==> src/rtl/audio_serial_pkg.sv <==
// Shared definitions for the serial audio link: default widths, the stereo frame type
// and the LRCK polarity used by both the transmit and the receive side.
package audio_serial_pkg;

    localparam int DEF_DATA_WIDTH = 16;
    localparam int DEF_SLOT_WIDTH = 16;
    localparam int DEF_BCK_DIV    = 4;
    localparam int DEF_FIFO_DEPTH = 4;

    localparam logic LRCK_LEFT_LJ   = 1'b1;
    localparam logic LRCK_RIGHT_LJ  = 1'b0;
    localparam logic LRCK_LEFT_I2S  = 1'b0;
    localparam logic LRCK_RIGHT_I2S = 1'b1;

    typedef struct packed {
        logic [DEF_DATA_WIDTH-1:0] left;
        logic [DEF_DATA_WIDTH-1:0] right;
    } frame_t;

    // Counter width that never collapses to zero bits for a range of one.
    function automatic int clog2Min1(input int value);
        return (value > 1) ? $clog2(value) : 1;
    endfunction

endpackage

==> src/rtl/audio_frame_fifo.sv <==
// Synchronous FIFO with occupancy output, used to buffer stereo frames ahead of the shifter.
// DEPTH must be a power of two so the pointers wrap by simple overflow.
module audio_frame_fifo
    import audio_serial_pkg::*;
#(
    parameter int WIDTH = 2 * DEF_DATA_WIDTH,
    parameter int DEPTH = DEF_FIFO_DEPTH
) (
    input  logic                     iCLK,
    input  logic                     AUD_DACLRCK,
    input  logic                     i_push,
    input  logic [WIDTH-1:0]         i_data,
    input  logic                     i_pop,
    output logic [WIDTH-1:0]         o_data,
    output logic [$clog2(DEPTH):0]   o_level
);

    localparam int PTR_W = clog2Min1(DEPTH);
    localparam int LVL_W = $clog2(DEPTH) + 1;

    logic [WIDTH-1:0] r_mem [DEPTH];
    logic [PTR_W-1:0] r_wrPtr;
    logic [PTR_W-1:0] r_rdPtr;
    logic [LVL_W-1:0] r_level;
    logic             w_push;
    logic             w_pop;

    assign w_push  = i_push && (r_level != LVL_W'(DEPTH));
    assign w_pop   = i_pop && (r_level != '0);
    assign o_data  = r_mem[r_rdPtr];
    assign o_level = r_level;

    always_ff @(posedge iCLK or negedge AUD_DACLRCK) begin
        if (!AUD_DACLRCK) begin
            r_wrPtr <= '0;
            r_rdPtr <= '0;
            r_level <= '0;
        end else begin
            if (w_push) r_wrPtr <= r_wrPtr + PTR_W'(1);
            if (w_pop)  r_rdPtr <= r_rdPtr + PTR_W'(1);
            case ({w_push, w_pop})
                2'b10:   r_level <= r_level + LVL_W'(1);
                2'b01:   r_level <= r_level - LVL_W'(1);
                default: r_level <= r_level;
            endcase
        end
    end

    // Storage needs no reset; the pointers alone define what is valid.
    always_ff @(posedge iCLK) begin
        if (w_push) r_mem[r_wrPtr] <= i_data;
    end

endmodule

==> src/rtl/audio_adc_serializer.sv <==
// ADC-side serial audio transmitter: FIFO-buffered stereo frames shifted out MSB-first.
// Define AUDIO_ADC_SERIALIZER_I2S_EN for I2S framing; default build is left-justified.
module audio_adc_serializer
    import audio_serial_pkg::*;
#(
    parameter int DATA_WIDTH = DEF_DATA_WIDTH,
    parameter int SLOT_WIDTH = DEF_SLOT_WIDTH,
    parameter int BCK_DIV    = DEF_BCK_DIV,
    parameter int FIFO_DEPTH = DEF_FIFO_DEPTH
) (
    input  logic                        iCLK,
    input  logic                        AUD_DACLRCK,
    input  logic [DATA_WIDTH-1:0]       iSampleL,
    input  logic [DATA_WIDTH-1:0]       iSampleR,
    input  logic                        iValid,
    output logic                        oReady,
    input  logic                        iClrUnderrun,
    output logic                        oAUD_BCK,
    output logic                        oAUD_LRCK,
    output logic                        oAUD_DAT,
    output logic                        oFrameStrobe,
    output logic                        oUnderrun,
    output logic [$clog2(FIFO_DEPTH):0] oLevel
);

    localparam int DIV_W  = clog2Min1(BCK_DIV);
    localparam int BIT_W  = clog2Min1(2 * SLOT_WIDTH);
    localparam int LVL_W  = $clog2(FIFO_DEPTH) + 1;
    localparam int WORD_W = 2 * SLOT_WIDTH;

`ifdef AUDIO_ADC_SERIALIZER_I2S_EN
    localparam logic LRCK_LEFT  = LRCK_LEFT_I2S;
    localparam logic LRCK_RIGHT = LRCK_RIGHT_I2S;
`else
    localparam logic LRCK_LEFT  = LRCK_LEFT_LJ;
    localparam logic LRCK_RIGHT = LRCK_RIGHT_LJ;
`endif

    logic [DIV_W-1:0]        r_div;
    logic                    r_bck;
    logic [BIT_W-1:0]        r_bit;
    logic                    r_lrck;
    logic                    r_dat;
    logic [WORD_W-1:0]       r_shift;
    logic                    r_strobe;
    logic                    r_underrun;
`ifdef AUDIO_ADC_SERIALIZER_I2S_EN
    logic                    r_carry;
`endif

    logic                    w_wrap;
    logic                    w_fall;
    logic                    w_load;
    logic                    w_empty;
    logic                    w_push;
    logic                    w_pop;
    logic [2*DATA_WIDTH-1:0] w_head;
    logic [WORD_W-1:0]       w_word;

    assign w_wrap  = (r_div == DIV_W'(BCK_DIV - 1));
    assign w_fall  = w_wrap && r_bck;
    assign w_load  = w_fall && (r_bit == '0);
    assign w_empty = (oLevel == '0);
    assign oReady  = (oLevel != LVL_W'(FIFO_DEPTH));
    assign w_push  = iValid && oReady;
    assign w_pop   = w_load && !w_empty;

    audio_frame_fifo #(
        .WIDTH (2 * DATA_WIDTH),
        .DEPTH (FIFO_DEPTH)
    ) u_fifo (
        .iCLK        (iCLK),
        .AUD_DACLRCK (AUD_DACLRCK),
        .i_push      (w_push),
        .i_data      ({iSampleL, iSampleR}),
        .i_pop       (w_pop),
        .o_data      (w_head),
        .o_level     (oLevel)
    );

    // Whole frame laid out as it leaves the wire: each sample at the top of its slot,
    // zero padding below; an empty FIFO yields an all-zero frame.
    always_comb begin
        w_word = '0;
        if (!w_empty) begin
            w_word[WORD_W-1 -: DATA_WIDTH]     = w_head[2*DATA_WIDTH-1 -: DATA_WIDTH];
            w_word[SLOT_WIDTH-1 -: DATA_WIDTH] = w_head[DATA_WIDTH-1:0];
        end
    end

    // Divider, bit counter and shifter; everything serial changes on the BCK falling edge.
    // In I2S mode the last bit of the frame spills into bit 0 of the next one via r_carry.
    always_ff @(posedge iCLK or negedge AUD_DACLRCK) begin
        if (!AUD_DACLRCK) begin
            r_div      <= '0;
            r_bck      <= 1'b0;
            r_bit      <= '0;
            r_lrck     <= 1'b0;
            r_dat      <= 1'b0;
            r_shift    <= '0;
            r_strobe   <= 1'b0;
            r_underrun <= 1'b0;
`ifdef AUDIO_ADC_SERIALIZER_I2S_EN
            r_carry    <= 1'b0;
`endif
        end else begin
            r_strobe <= 1'b0;
            r_div    <= w_wrap ? '0 : r_div + DIV_W'(1);
            if (w_wrap) r_bck <= ~r_bck;

            if (w_fall) begin
                r_bit <= (r_bit == BIT_W'(WORD_W - 1)) ? '0 : r_bit + BIT_W'(1);
                if (r_bit == '0) begin
                    r_lrck   <= LRCK_LEFT;
                    r_strobe <= 1'b1;
`ifdef AUDIO_ADC_SERIALIZER_I2S_EN
                    r_dat    <= r_carry;
                    r_shift  <= w_word;
                    r_carry  <= w_word[0];
`else
                    r_dat    <= w_word[WORD_W-1];
                    r_shift  <= w_word << 1;
`endif
                end else begin
                    if (r_bit == BIT_W'(SLOT_WIDTH)) r_lrck <= LRCK_RIGHT;
                    r_dat   <= r_shift[WORD_W-1];
                    r_shift <= r_shift << 1;
                end
            end

            if (w_load && w_empty)
                r_underrun <= 1'b1;
            else if (iClrUnderrun)
                r_underrun <= 1'b0;
        end
    end

    assign oAUD_BCK     = r_bck;
    assign oAUD_LRCK    = r_lrck;
    assign oAUD_DAT     = r_dat;
    assign oFrameStrobe = r_strobe;
    assign oUnderrun    = r_underrun;

endmodule

==> config.mk <==
export PLATFORM = sky130hd
export DESIGN_NAME = audio_adc_serializer
export DESIGN_NICKNAME = d
export VERILOG_FILES = /design/src/rtl/audio_serial_pkg.sv /design/src/rtl/audio_frame_fifo.sv /design/src/rtl/audio_adc_serializer.sv
export SDC_FILE = /design/constraint.sdc
export NUM_CORES = 1
export LEC_CHECK = 0
export ABC_CLOCK_PERIOD_IN_PS = 2440
export BUFFER_PORTS_ARGS = -buffer_cell sky130_fd_sc_hd__buf_2
export CAP_MARGIN = 20
export CORE_MARGIN = 2
export CORE_UTILIZATION = 37
export CTS_BUF_LIST = sky130_fd_sc_hd__clkbuf_8
export CTS_CLUSTER_DIAMETER = 80
export CTS_CLUSTER_SIZE = 25
export DETAILED_ROUTE_END_ITERATION = 10
export PLACE_DENSITY = 0.63
export SYNTH_ARGS = -nofsm -noshare
export SYNTH_HDL_FRONTEND = slang
export SYNTH_SLANG_ARGS = --single-unit
==> constraint.sdc <==
create_clock -name iCLK -period 2.44 [get_ports iCLK]
set_clock_uncertainty 0.05 [all_clocks]
set_input_delay 0.122 -clock iCLK [delete_from_list [all_inputs] [get_ports iCLK]]
set_output_delay 0.122 -clock iCLK [all_outputs]
set_load 0.01 [all_outputs]
==> impl_metrics.ini <==
[job]
cap_viol_max_count = 0

[place]
place_area_um2 = 7540
dp_hpwl_um = 7660
portBuffers = 44
routabilityCongestion = 0.713

[pwr]
seq_power_share_pct = 55.0
clkPwrFrac_pct = 25.8
p_sw_share_pct = 26.3
switchingPower_mw = 1.99
power_density_nw_per_um2 = 912
combPwrFrac_pct = 19.2
vdd_drop_max_uv = 392
leakage_nw = 3.02
power.internal_mw = 5.57

[yosys]
synth_area_per_cell_um2 = 16.5
yosys_warnings = 0
synth_xor_area_share_pct = 0.873
synth.top_cells.by_area = edfxtp_1 55%, dfrtp_1 18%, mux4_2 10%
syn_nets = 473
synthesis.instances = 427
synth_compound_area_share_pct = 5.43
seq_area_frac_synth_pct = 72.5
synthSimpleGateAreaFrac_pct = 6.18
synthMuxAreaShare_pct = 10.6
synth_area_leader_cell = edfxtp_1
synth_top_cell_area_share_pct = 54.7
ys_types = 33
syn_area_um2 = 7020
post_synth_fa_ha_maj_area_fraction_pct = 1.89
synth_seq_cells = 178
synth_top_family_by_area = multiplexers

[critical_path]
cp_cell_sequence = inv_1, ha_2, nor4b_4, and3_4, ha_2, inv_1, fa_2, xor2_1, nor2_1, xor2_1
crit_buf_inv = 2
max_stage_delay_ns = 0.42
cp.arrival_ns = 2.60
cp_slowest_cell = dfrtp_1
cp.required_ns = 2.77
path_class = register to register
crit_fanout = 4
end_kind = register
crit_family = adder cells
startpoint_type = register

[layout]
drive_above_1_share_pct = 24.8
layout_commonest_cell = edfxtp_1
mostFrequentLayoutCells = 128 x edfxtp_1, 62 x a21oi_1, 49 x dfrtp_1, 44 x buf_2, 36 x nor2_1
fin_area_um2 = 8300
syn_to_final_growth_pct = 18.1
diodes = 0
final_nets = 562

[grt]
grt_pass1_wl_um = 20900
grt_max_degree = 38
grtUsageTotal_pct = 13.9
antenna_found_initial = 0
grt_overflow_total = 0
grt_pass1_vias = 4004

[die]
die_w_um = 142
die-area_um2 = 20100
core_um2 = 18600
dieHeight_um = 142
num_rows = 50
initial_core_util_pct = 37.7
ios = 45

[drt]
drtIter0Drc = 229
first_pass_iters = 5
routed_wl_um = 12800
drc = 0
antenna_left = 0
vias = 3896
routedWlPerCell_um = 16.8
viasPerCell = 5.11

[timing]
whs_ns = 0.0516
max_freq_ghz = 0.440
period_needed_ns = 2.27
timing.slew.headroom_pct = 62.8
finalMaxSlewViolations = 0
rsz0062_at_grt = no
finalHoldViolations = 0
layout_worst_path_cycle_share_pct = 93.2
setup_viol = 0
max_slew.worst_pin.slew_ns = 0.559
finalSetupTns_ns = 0

[cts]
cts.path.max_buffers = 2
cts_max_level = 4
cts_tree = done
cts_buffers = 17
clock_latency_ns = 0.45
cts_sinks = 178
cts-root-buf = clkbuf_8
clk_pin_slew_worst_paths_ns = 0.08

[status]
status = completed

[min_path]
hold_path.class = input port to register
cells by family after synthesis:
group,Yosys count
flip-flops,178
multiplexers,34
AO/OA/AOI/OAI,72
buffers and inverters,36
AND/OR/NAND/NOR,90
XOR/XNOR,7
adder cells (fa/ha/maj),10
layer usage:
metal	global-route usage, %	vias to the layer above	routed length, um
met5	0	-	0
met3	3.44	27	553
li1	-	1799	-
met1	17.0	1993	5560
met2	23.0	77	6410
met4	7.05	0	320
tightest hold or removal path, stage by stage:
cell	delay (ns)
buf_2	0.12
and2_1	0.19
xnor2_1	0.08
final timing paths:
path	from	to	cells after the start	slack [ns]
setup / recovery	r_bit[1]$_DFFE_PN0P_	u_fifo.o_level[2]$_DFFE_PN0P_	10	0.17
hold / removal	iValid	u_fifo.r_wrPtr[0]$_DFFE_PN0P_	3	0.05
setup reg to reg	r_bit[1]$_DFFE_PN0P_	u_fifo.o_level[2]$_DFFE_PN0P_	10	0.17
hold reg to reg	r_div[0]$_DFF_PN0_	r_div[0]$_DFF_PN0_	1	0.38
max in group asynchronous	AUD_DACLRCK	u_fifo.r_rdPtr[0]$_DFFE_PN0P_	3	1.64
min in group asynchronous	AUD_DACLRCK	u_fifo.o_level[1]$_DFFE_PN0P_	2	0.08
state kept, by name, indices dropped and copies added, names as in the netlist:
register        cells
u_fifo.r_rdPtr      2
oFrameStrobe        1
oAUD_LRCK           1
u_fifo.o_level      3
u_fifo.r_wrPtr      2
u_fifo.r_mem      128
oAUD_BCK            1
oUnderrun           1
r_bit               5
oAUD_DAT            1
r_div               2
r_shift            31
cells in the mapped netlist:
cell and n:
o32ai_2 1, buf_6 3, edfxtp_1 128, or3_1 1, mux4_2 32, nor4b_2 1
fa_1 1, nand2_1 6, a31oi_1 1, a21o_1 1, xnor2_1 2, xor2_1 5
dfrtp_1 50, nor2_1 36, or3b_1 1, buf_1 4, clkbuf_1 10, mux2i_1 1
buf_2 7, ha_1 9, and2_1 2, buf_4 3, o21ai_0 5, or4b_1 1
mux2_2 1, inv_1 9, and3_1 6, a21oi_1 62, o31ai_1 1, and4_1 1
nand3_1 33, nand2b_1 2, a22o_1 1
per-stage QoR:
step                instances  total power, mW  util [%]  setup WS, ns
floorplan                 427             5.15         -         0.135
global placement          695             5.60      40.5         0.229
detailed placement        695             5.68      40.5         0.140
CTS                       761             7.68      44.3         0.116
global route              763             7.96      44.5        0.0231
finish                    763             7.57      44.5         0.167
power groups by stage:
stage                     combinational [mW]  sequential, mW  clock (mW)
final                                   1.46            4.16        1.95
after global routing                    1.61            4.22        2.13
after CTS                               1.50            4.17        2.01
after detailed placement                1.45            4.23           0
after global placement                  1.41            4.19           0
after floorplan                         1.01            4.15           0
what timing repair did:
| action | in CTS | in global routing |
|---|---|---|
| hold buffers | 34 | 0 |
| hold endpoints to repair | 179 | 0 |
| gates resized for setup | 0 | 5 |
| buffers inserted | 0 | 2 |
| setup endpoints to repair | 0 | 1 |
final cells by class:
type / instances / area (um2)
fill: 1675 / 10300
sequential: 178 / 5100
multi-input combinational: 213 / 1780
timing repair buffer: 97 / 716
tap: 234 / 293
clock buffer: 17 / 234
clock inverter: 15 / 150
inverter: 9 / 33.8
(Power assumes the default switching activity.)
